File: src/rtl/led_pkg.sv
// Shared definitions for LED / blink blocks: state encodings and a width helper.
package led_pkg;

  localparam logic [1:0] LED_ST_IDLE = 2'd0;
  localparam logic [1:0] LED_ST_ON   = 2'd1;
  localparam logic [1:0] LED_ST_GAP  = 2'd2;

  typedef enum logic [1:0] {
    StIdle = LED_ST_IDLE,
    StOn   = LED_ST_ON,
    StGap  = LED_ST_GAP
  } led_state_e;

  function automatic int unsigned max_width(input int unsigned a, input int unsigned b);
    return (a > b) ? a : b;
  endfunction

endpackage

File: src/rtl/led_pulse_stretch_if.sv
// Event-in / LED-status-out bundle of the pulse stretcher.
interface led_pulse_stretch_if #(
  parameter int unsigned PEND_WIDTH = 4
);
  logic                  tick;
  logic                  led;
  logic                  busy;
  logic [PEND_WIDTH-1:0] pending;
  logic                  drop;
  logic                  blink_done;

  modport master (output tick, input led, busy, pending, drop, blink_done);
  modport slave  (input tick, output led, busy, pending, drop, blink_done);
endinterface

File: src/rtl/led_pulse_stretch_phase_timer.sv
// Loadable down-counter with zero flag; times the ON and GAP phases.
module phase_timer #(
  parameter int unsigned WIDTH = 8
) (
  input  logic             clk,
  input  logic             reset,
  input  logic             load,
  input  logic [WIDTH-1:0] load_value,
  input  logic             dec,
  output logic [WIDTH-1:0] count,
  output logic             zero
);

  // Load has priority over decrement.
  always_ff @(posedge clk or negedge reset) begin
    if (!reset) begin
      count <= '0;
    end else if (load) begin
      count <= load_value;
    end else if (dec) begin
      count <= count - WIDTH'(1);
    end
  end

  assign zero = (count == '0);

endmodule

File: src/rtl/led_pulse_stretch.sv
// Renders single-cycle ticks as LED blinks (ON phase then OFF gap), queueing
// ticks that arrive mid-blink in a saturating pending counter.
module led_pulse_stretch
  import led_pkg::*;
#(
  parameter int unsigned ON_WIDTH   = 24,
  parameter int unsigned GAP_WIDTH  = 23,
  parameter int unsigned PEND_WIDTH = 4
) (
  input logic               clk,
  input logic               reset,
  led_pulse_stretch_if.slave bus
);

  localparam int unsigned TW = max_width(ON_WIDTH, GAP_WIDTH);
  localparam logic [TW-1:0] ON_LOAD  = {TW{1'b1}} >> (TW - ON_WIDTH);
  localparam logic [TW-1:0] GAP_LOAD = {TW{1'b1}} >> (TW - GAP_WIDTH);
  localparam logic [PEND_WIDTH-1:0] PEND_MAX = '1;

  led_state_e            state_q, state_d;
  logic [PEND_WIDTH-1:0] pending_q, pending_d;
  logic                  drop_d;
  logic                  timer_load, timer_dec;
  logic [TW-1:0]         timer_val, count, next_count;
  logic                  zero;

  phase_timer #(
    .WIDTH (TW)
  ) u_phase_timer (
    .clk        (clk),
    .reset      (reset),
    .load       (timer_load),
    .load_value (timer_val),
    .dec        (timer_dec),
    .count      (count),
    .zero       (zero)
  );

  // Next state, pending queue update and timer control.
  always_comb begin
    state_d    = state_q;
    pending_d  = pending_q;
    drop_d     = 1'b0;
    timer_load = 1'b0;
    timer_dec  = 1'b0;
    timer_val  = ON_LOAD;
    unique case (state_q)
      StIdle: begin
        if (bus.tick) begin
          state_d    = StOn;
          timer_load = 1'b1;
        end
      end
      StOn, StGap: begin
        if (!zero) begin
          timer_dec = 1'b1;
        end else if (state_q == StOn) begin
          state_d    = StGap;
          timer_load = 1'b1;
          timer_val  = GAP_LOAD;
        end
        if (zero && state_q == StGap) begin
          // End of blink: a queued blink wins; a coincident tick offsets the decrement.
          if (pending_q != '0) begin
            state_d    = StOn;
            timer_load = 1'b1;
            if (!bus.tick) pending_d = pending_q - PEND_WIDTH'(1);
          end else if (bus.tick) begin
            state_d    = StOn;
            timer_load = 1'b1;
          end else begin
            state_d = StIdle;
          end
        end else if (bus.tick) begin
          if (pending_q != PEND_MAX) pending_d = pending_q + PEND_WIDTH'(1);
          else drop_d = 1'b1;
        end
      end
      default: state_d = StIdle;
    endcase
  end

  assign next_count = timer_load ? timer_val : (timer_dec ? count - TW'(1) : count);

  // State and registered outputs; blink_done marks the final GAP cycle.
  always_ff @(posedge clk or negedge reset) begin
    if (!reset) begin
      state_q        <= StIdle;
      pending_q      <= '0;
      bus.led        <= 1'b0;
      bus.busy       <= 1'b0;
      bus.pending    <= '0;
      bus.drop       <= 1'b0;
      bus.blink_done <= 1'b0;
    end else begin
      state_q        <= state_d;
      pending_q      <= pending_d;
      bus.led        <= (state_d == StOn);
      bus.busy       <= (state_d != StIdle);
      bus.pending    <= pending_d;
      bus.drop       <= drop_d;
      bus.blink_done <= (state_d == StGap) && (next_count == '0);
    end
  end

endmodule

File: src/flat_wrapper.sv
// flat-port wrapper written by rule: the top's interface ports become plain ports
module led_pulse_stretch_flat import led_pkg::*;
#(
  parameter int unsigned ON_WIDTH   = 24,
  parameter int unsigned GAP_WIDTH  = 23,
  parameter int unsigned PEND_WIDTH = 4
)
  (clk, reset, bus_tick, bus_led, bus_busy, bus_pending, bus_drop, bus_blink_done);
  led_pulse_stretch_if #(.PEND_WIDTH(PEND_WIDTH)) bus_i ();
  input logic clk;
  input logic reset;
  input wire logic [$bits(bus_i.tick)-1:0] bus_tick;
  output wire logic [$bits(bus_i.led)-1:0] bus_led;
  output wire logic [$bits(bus_i.busy)-1:0] bus_busy;
  output wire logic [$bits(bus_i.pending)-1:0] bus_pending;
  output wire logic [$bits(bus_i.drop)-1:0] bus_drop;
  output wire logic [$bits(bus_i.blink_done)-1:0] bus_blink_done;
  assign bus_i.tick = bus_tick;
  assign bus_led = bus_i.led;
  assign bus_busy = bus_i.busy;
  assign bus_pending = bus_i.pending;
  assign bus_drop = bus_i.drop;
  assign bus_blink_done = bus_i.blink_done;
  led_pulse_stretch #(.ON_WIDTH(ON_WIDTH), .GAP_WIDTH(GAP_WIDTH), .PEND_WIDTH(PEND_WIDTH)) u_core (.clk(clk), .reset(reset), .bus(bus_i));
endmodule
File: config.mk
export PLATFORM = sky130hd
export DESIGN_NAME = led_pulse_stretch_flat
export DESIGN_NICKNAME = d
export VERILOG_FILES = /design/src/rtl/led_pkg.sv /design/src/rtl/led_pulse_stretch_if.sv /design/src/rtl/led_pulse_stretch_phase_timer.sv /design/src/rtl/led_pulse_stretch.sv /design/src/flat_wrapper.sv
export SDC_FILE = /design/constraint.sdc
export NUM_CORES = 1
export LEC_CHECK = 0
export ABC_AREA = 1
export BUFFER_PORTS_ARGS = -buffer_cell sky130_fd_sc_hd__buf_2
export CAP_MARGIN = 0
export CORE_ASPECT_RATIO = 0.6
export CORE_MARGIN = 5
export CORE_UTILIZATION = 55
export DETAILED_ROUTE_END_ITERATION = 6
export PLACE_DENSITY = 0.72
export SLEW_MARGIN = 20
export SYNTH_ARGS = -nofsm -noshare
export SYNTH_HDL_FRONTEND = slang
export SYNTH_SLANG_ARGS = --single-unit
export TNS_END_PERCENT = 1
File: constraint.sdc
create_clock -name clk -period 3.6 [get_ports clk]
set_input_delay 0.54 -clock clk [delete_from_list [all_inputs] [get_ports clk]]
set_output_delay 0.54 -clock clk [all_outputs]
set_load 0.02 [all_outputs]
==> impl_metrics.prom <==
# TYPE chip_impl_metric gauge
chip_impl_metric{name="clock_latency",unit="ns"} 0.28
chip_impl_metric{name="worstPathMaxFanout",unit=""} 8
chip_impl_metric{name="clock_sinks",unit=""} 34
chip_impl_metric{name="die_w",unit="um"} 95.7
chip_impl_info{name="hp-class",value="in2async"} 1
chip_impl_metric{name="drtAntennaViolNets",unit=""} 0
chip_impl_metric{name="initial_utilization",unit=""} 0.579
chip_impl_metric{name="aggregate_routed_wire_length",unit="um"} 5560
chip_impl_metric{name="via_per_inst",unit=""} 5.11
chip_impl_info{name="cp_slowest_cell",value="sky130_fd_sc_hd__dfrtp_1"} 1
chip_impl_info{name="crit_path_end_kind",value="flop"} 1
chip_impl_metric{name="dr.first_iter.drc_count",unit=""} 186
chip_impl_metric{name="holdBufCountCts",unit=""} 0
chip_impl_metric{name="final.period_utilization",unit=""} 0.744
chip_impl_info{name="clock_tree.root_cell",value="sky130_fd_sc_hd__clkbuf_8"} 1
chip_impl_metric{name="sw_frac_of_total",unit=""} 0.485
chip_impl_metric{name="wl_per_cell",unit="um"} 13.2
chip_impl_metric{name="rows",unit=""} 18
chip_impl_metric{name="antenna-diode-count",unit=""} 0
chip_impl_metric{name="synth_sequential_area_ratio",unit=""} 0.351
chip_impl_metric{name="switchingPower",unit="mW"} 0.947
chip_impl_metric{name="netlist.area_leader.share",unit=""} 0.351
chip_impl_metric{name="number_of_warnings_issued_by_yosys",unit=""} 0
chip_impl_info{name="worstPathCellList",value="inv_1 -> ha_1 -> nand2_2 -> nor2_1 -> nand3_2 -> nor2_4 -> ha_1 -> nand2_1 -> nor2_1 -> a211oi_1 -> or2_2 -> nand3_1 -> xor2_1"} 1
chip_impl_metric{name="synth_cell_type_count",unit=""} 30
chip_impl_metric{name="worst_clock_skew",unit="ns"} 0.00661
chip_impl_info{name="cts_tree",value="built"} 1
chip_impl_metric{name="clock_power_share",unit=""} 0.135
chip_impl_metric{name="final-max-slew-violation-count",unit=""} 0
chip_impl_metric{name="min_period",unit="ns"} 2.68
chip_impl_metric{name="cts.clk_slew.worst_paths",unit="ns"} 0.07
chip_impl_metric{name="grt_max_degree",unit=""} 35
chip_impl_metric{name="initial_antenna_violation_count",unit=""} 0
chip_impl_info{name="yosys.area.top_type",value="sky130_fd_sc_hd__dfrtp_1"} 1
chip_impl_info{name="critical-path-top-delay-family",value="simple AND/OR/NAND/NOR gates"} 1
chip_impl_metric{name="post_cts_buffers",unit=""} 0
chip_impl_metric{name="postSynthCellCount",unit=""} 350
chip_impl_metric{name="synthToLayoutAreaGrowth",unit="%"} 6.51
chip_impl_metric{name="clockBufferDepth",unit=""} 2
chip_impl_metric{name="critPathMaxStageDelay",unit="ns"} 0.39
chip_impl_metric{name="hold-worst-slack",unit="ns"} 0.338
chip_impl_metric{name="grt_pass1_vias",unit=""} 1878
chip_impl_metric{name="cp_data_arrival_time",unit="ns"} 2.85
chip_impl_metric{name="finalHoldViolations",unit=""} 0
chip_impl_metric{name="final_cell_count_no_fill",unit=""} 421
chip_impl_metric{name="worst_slew_margin_rel",unit=""} 0.474
chip_impl_metric{name="design.die.area",unit="mm^2"} 0.00588
chip_impl_info{name="synthTopCellsByArea",value="sky130_fd_sc_hd__dfrtp_1 35%, sky130_fd_sc_hd__nand2_1 17%, sky130_fd_sc_hd__nor2_1 7.3%, sky130_fd_sc_hd__inv_1 6.4%, sky130_fd_sc_hd__nand3_1 5.6%"} 1
chip_impl_info{name="critical_path.startpoint_type",value="flop"} 1
chip_impl_metric{name="track_usage",unit=""} 0.212
chip_impl_metric{name="data_required_time_at_the_worst_endpoint",unit="ns"} 3.77
chip_impl_metric{name="avgSynthCellArea",unit="um^2"} 6.92
chip_impl_metric{name="gp_routability_congestion",unit=""} 0.934
chip_impl_metric{name="detail_route.first_pass.iterations",unit=""} 4
chip_impl_metric{name="cts_repair_resize_count",unit=""} 0
chip_impl_metric{name="final_critical_path_setup_slack",unit="ns"} 0.922
chip_impl_metric{name="cts_inserted_buffers",unit=""} 5
chip_impl_metric{name="static-leakage-power",unit="nW"} 1.26
chip_impl_metric{name="crit_buf_inv",unit=""} 1
chip_impl_metric{name="ys_ff_latch",unit=""} 34
chip_impl_metric{name="intPower",unit="mW"} 1.01
chip_impl_metric{name="drt_drc_violations_left",unit=""} 0
chip_impl_metric{name="via_count",unit=""} 2153
chip_impl_metric{name="global_route.overflow_total",unit=""} 0
chip_impl_info{name="mostFrequentLayoutCell",value="sky130_fd_sc_hd__nand2_1"} 1
chip_impl_metric{name="synthesis.nets",unit=""} 361
chip_impl_metric{name="final_net_count",unit=""} 372
chip_impl_metric{name="fmaxAchievable",unit="MHz"} 373
chip_impl_info{name="layout_common_cells",value="108 x sky130_fd_sc_hd__nand2_1, 47 x sky130_fd_sc_hd__nor2_1, 41 x sky130_fd_sc_hd__inv_1"} 1
chip_impl_metric{name="timing.max_cap.violations",unit=""} 0
chip_impl_metric{name="design.portCount",unit=""} 11
chip_impl_metric{name="detailedPlacementHpwl",unit="um"} 4280
chip_impl_info{name="criticalPathCategory",value="reg2reg"} 1
chip_impl_metric{name="report.final.setup_viol",unit=""} 0
chip_impl_metric{name="power.density_cell_area",unit="mW/mm^2"} 757
chip_impl_metric{name="die_h",unit="um"} 61.4
chip_impl_metric{name="core_area",unit="mm^2"} 0.00419
chip_impl_metric{name="post-place-ws",unit="ns"} 0.968
chip_impl_metric{name="vdd_ir_drop_max",unit="mV"} 0.374
chip_impl_metric{name="timing_worst_slew_pin_value",unit="ns"} 0.789
chip_impl_metric{name="seq_power_share",unit=""} 0.366
chip_impl_info{name="outcome",value="finished, final reports clean"} 1
chip_impl_metric{name="setup_tns",unit="ns"} 0
chip_impl_metric{name="cts_max_level",unit=""} 2
chip_impl_metric{name="synth_area",unit="mm^2"} 0.00242
chip_impl_metric{name="postLayoutCoreUtil",unit=""} 0.616
chip_impl_metric{name="share_of_layout_cells_above_drive_strength_1",unit=""} 0.111
chip_impl_metric{name="grt_pass1_wl",unit="um"} 9320
chip_impl_info{name="rsz_0062_raised_after_global_routing",value="no"} 1
chip_impl_metric{name="placed_cells",unit=""} 414
chip_impl_metric{name="buffer_ports.inserted",unit=""} 10
chip_impl_metric{name="combinational_share_of_power",unit=""} 0.499
## layer usage
layer  GRT usage  share of wire
met4      0.0425         0.0079
met3      0.0440          0.055
met2       0.276           0.37
met1       0.351           0.57
met5           0              0
## worst paths after layout
path,to,startpoint,slack [ns],cells after the start
max,u_core.bus.pending[3],u_core.u_phase_timer.count[0],0.92,13
min in group clk,u_core.bus.drop,bus_tick,0.55,3
min,u_core.bus.busy,reset,0.34,1
max reg2reg,u_core.bus.pending[3],u_core.u_phase_timer.count[0],0.92,13
min reg2reg,u_core.bus.pending[0],u_core.bus.pending[0],0.55,1
max in group asynchronous,u_core.u_phase_timer.count[21],reset,2.77,1
## worst reg2reg max path, delay by kind of cell (launching register included)
| kind | cells | cell delay (ns) |
|---|---|---|
| buffers and inverters | 1 | 0.17 |
| AOI/OAI and AO/OA | 1 | 0.21 |
| and+or+nand+nor | 8 | 1.06 |
| xor gates and xnor gates | 1 | 0.16 |
| adders and majority gates | 2 | 0.58 |
| DFF | 1 | 0.39 |
## synth_stat cells, drive strengths merged
library cell    n
nor2           57
nor4            1
a211oi          1
nand4           5
o21ai          17
clkbuf          1
or2             3
nand3          29
a21oi           1
fa              1
o211ai          3
xnor2           4
buf             5
dfrtp          34
inv            45
xor2           13
nand2         114
nand3b          7
nor3            2
ha              7
## final cells by class
type	instances	area, um^2
fill	405	1610
multi-input combinational	265	1360
sequential	34	851
inverter	45	169
clock buffer	7	76.3
tap	60	75.1
timing repair buffer	10	50.0
## per-stage QoR
step | instance area [um^2] | power, mW
2_1_floorplan | 2420 | 1.46
3_3_place_gp | 2500 | 1.66
3_5_place_dp | 2500 | 1.68
4_1_cts | 2580 | 1.94
5_1_grt | 2580 | 2.14
6_report | 2580 | 1.95
## power by group through the flow
stage | sequential (mW) | combinational [mW] | clock (mW)
5_1_grt | 0.736 | 1.12 | 0.283
2_1_floorplan | 0.705 | 0.750 | 0
4_1_cts | 0.707 | 0.970 | 0.268
6_report | 0.714 | 0.975 | 0.264
3_5_place_dp | 0.712 | 0.963 | 0
3_3_place_gp | 0.710 | 0.945 | 0
## registers in the layout, indices dropped and copies added (netlist names)
signal and cells:
u_core.u_phase_timer.count 24, u_core.state_q 2, u_core.bus.busy 1, u_core.bus.blink_done 1
u_core.bus.pending 4, u_core.bus.led 1, u_core.bus.drop 1
## logic make-up (layout without fill, tap and decap cells)
group,after synthesis,in the layout,share of synthesized area
AND/OR/NAND/NOR,218,218,0.406
buffers and inverters,51,62,0.0878
flip-flops,34,34,0.351
AO/OA/AOI/OAI,22,22,0.0496
XOR/XNOR,17,17,0.0614
adder cells (fa/ha/maj),8,8,0.0444
No activity file was read; power rests on OpenSTA's default activity.
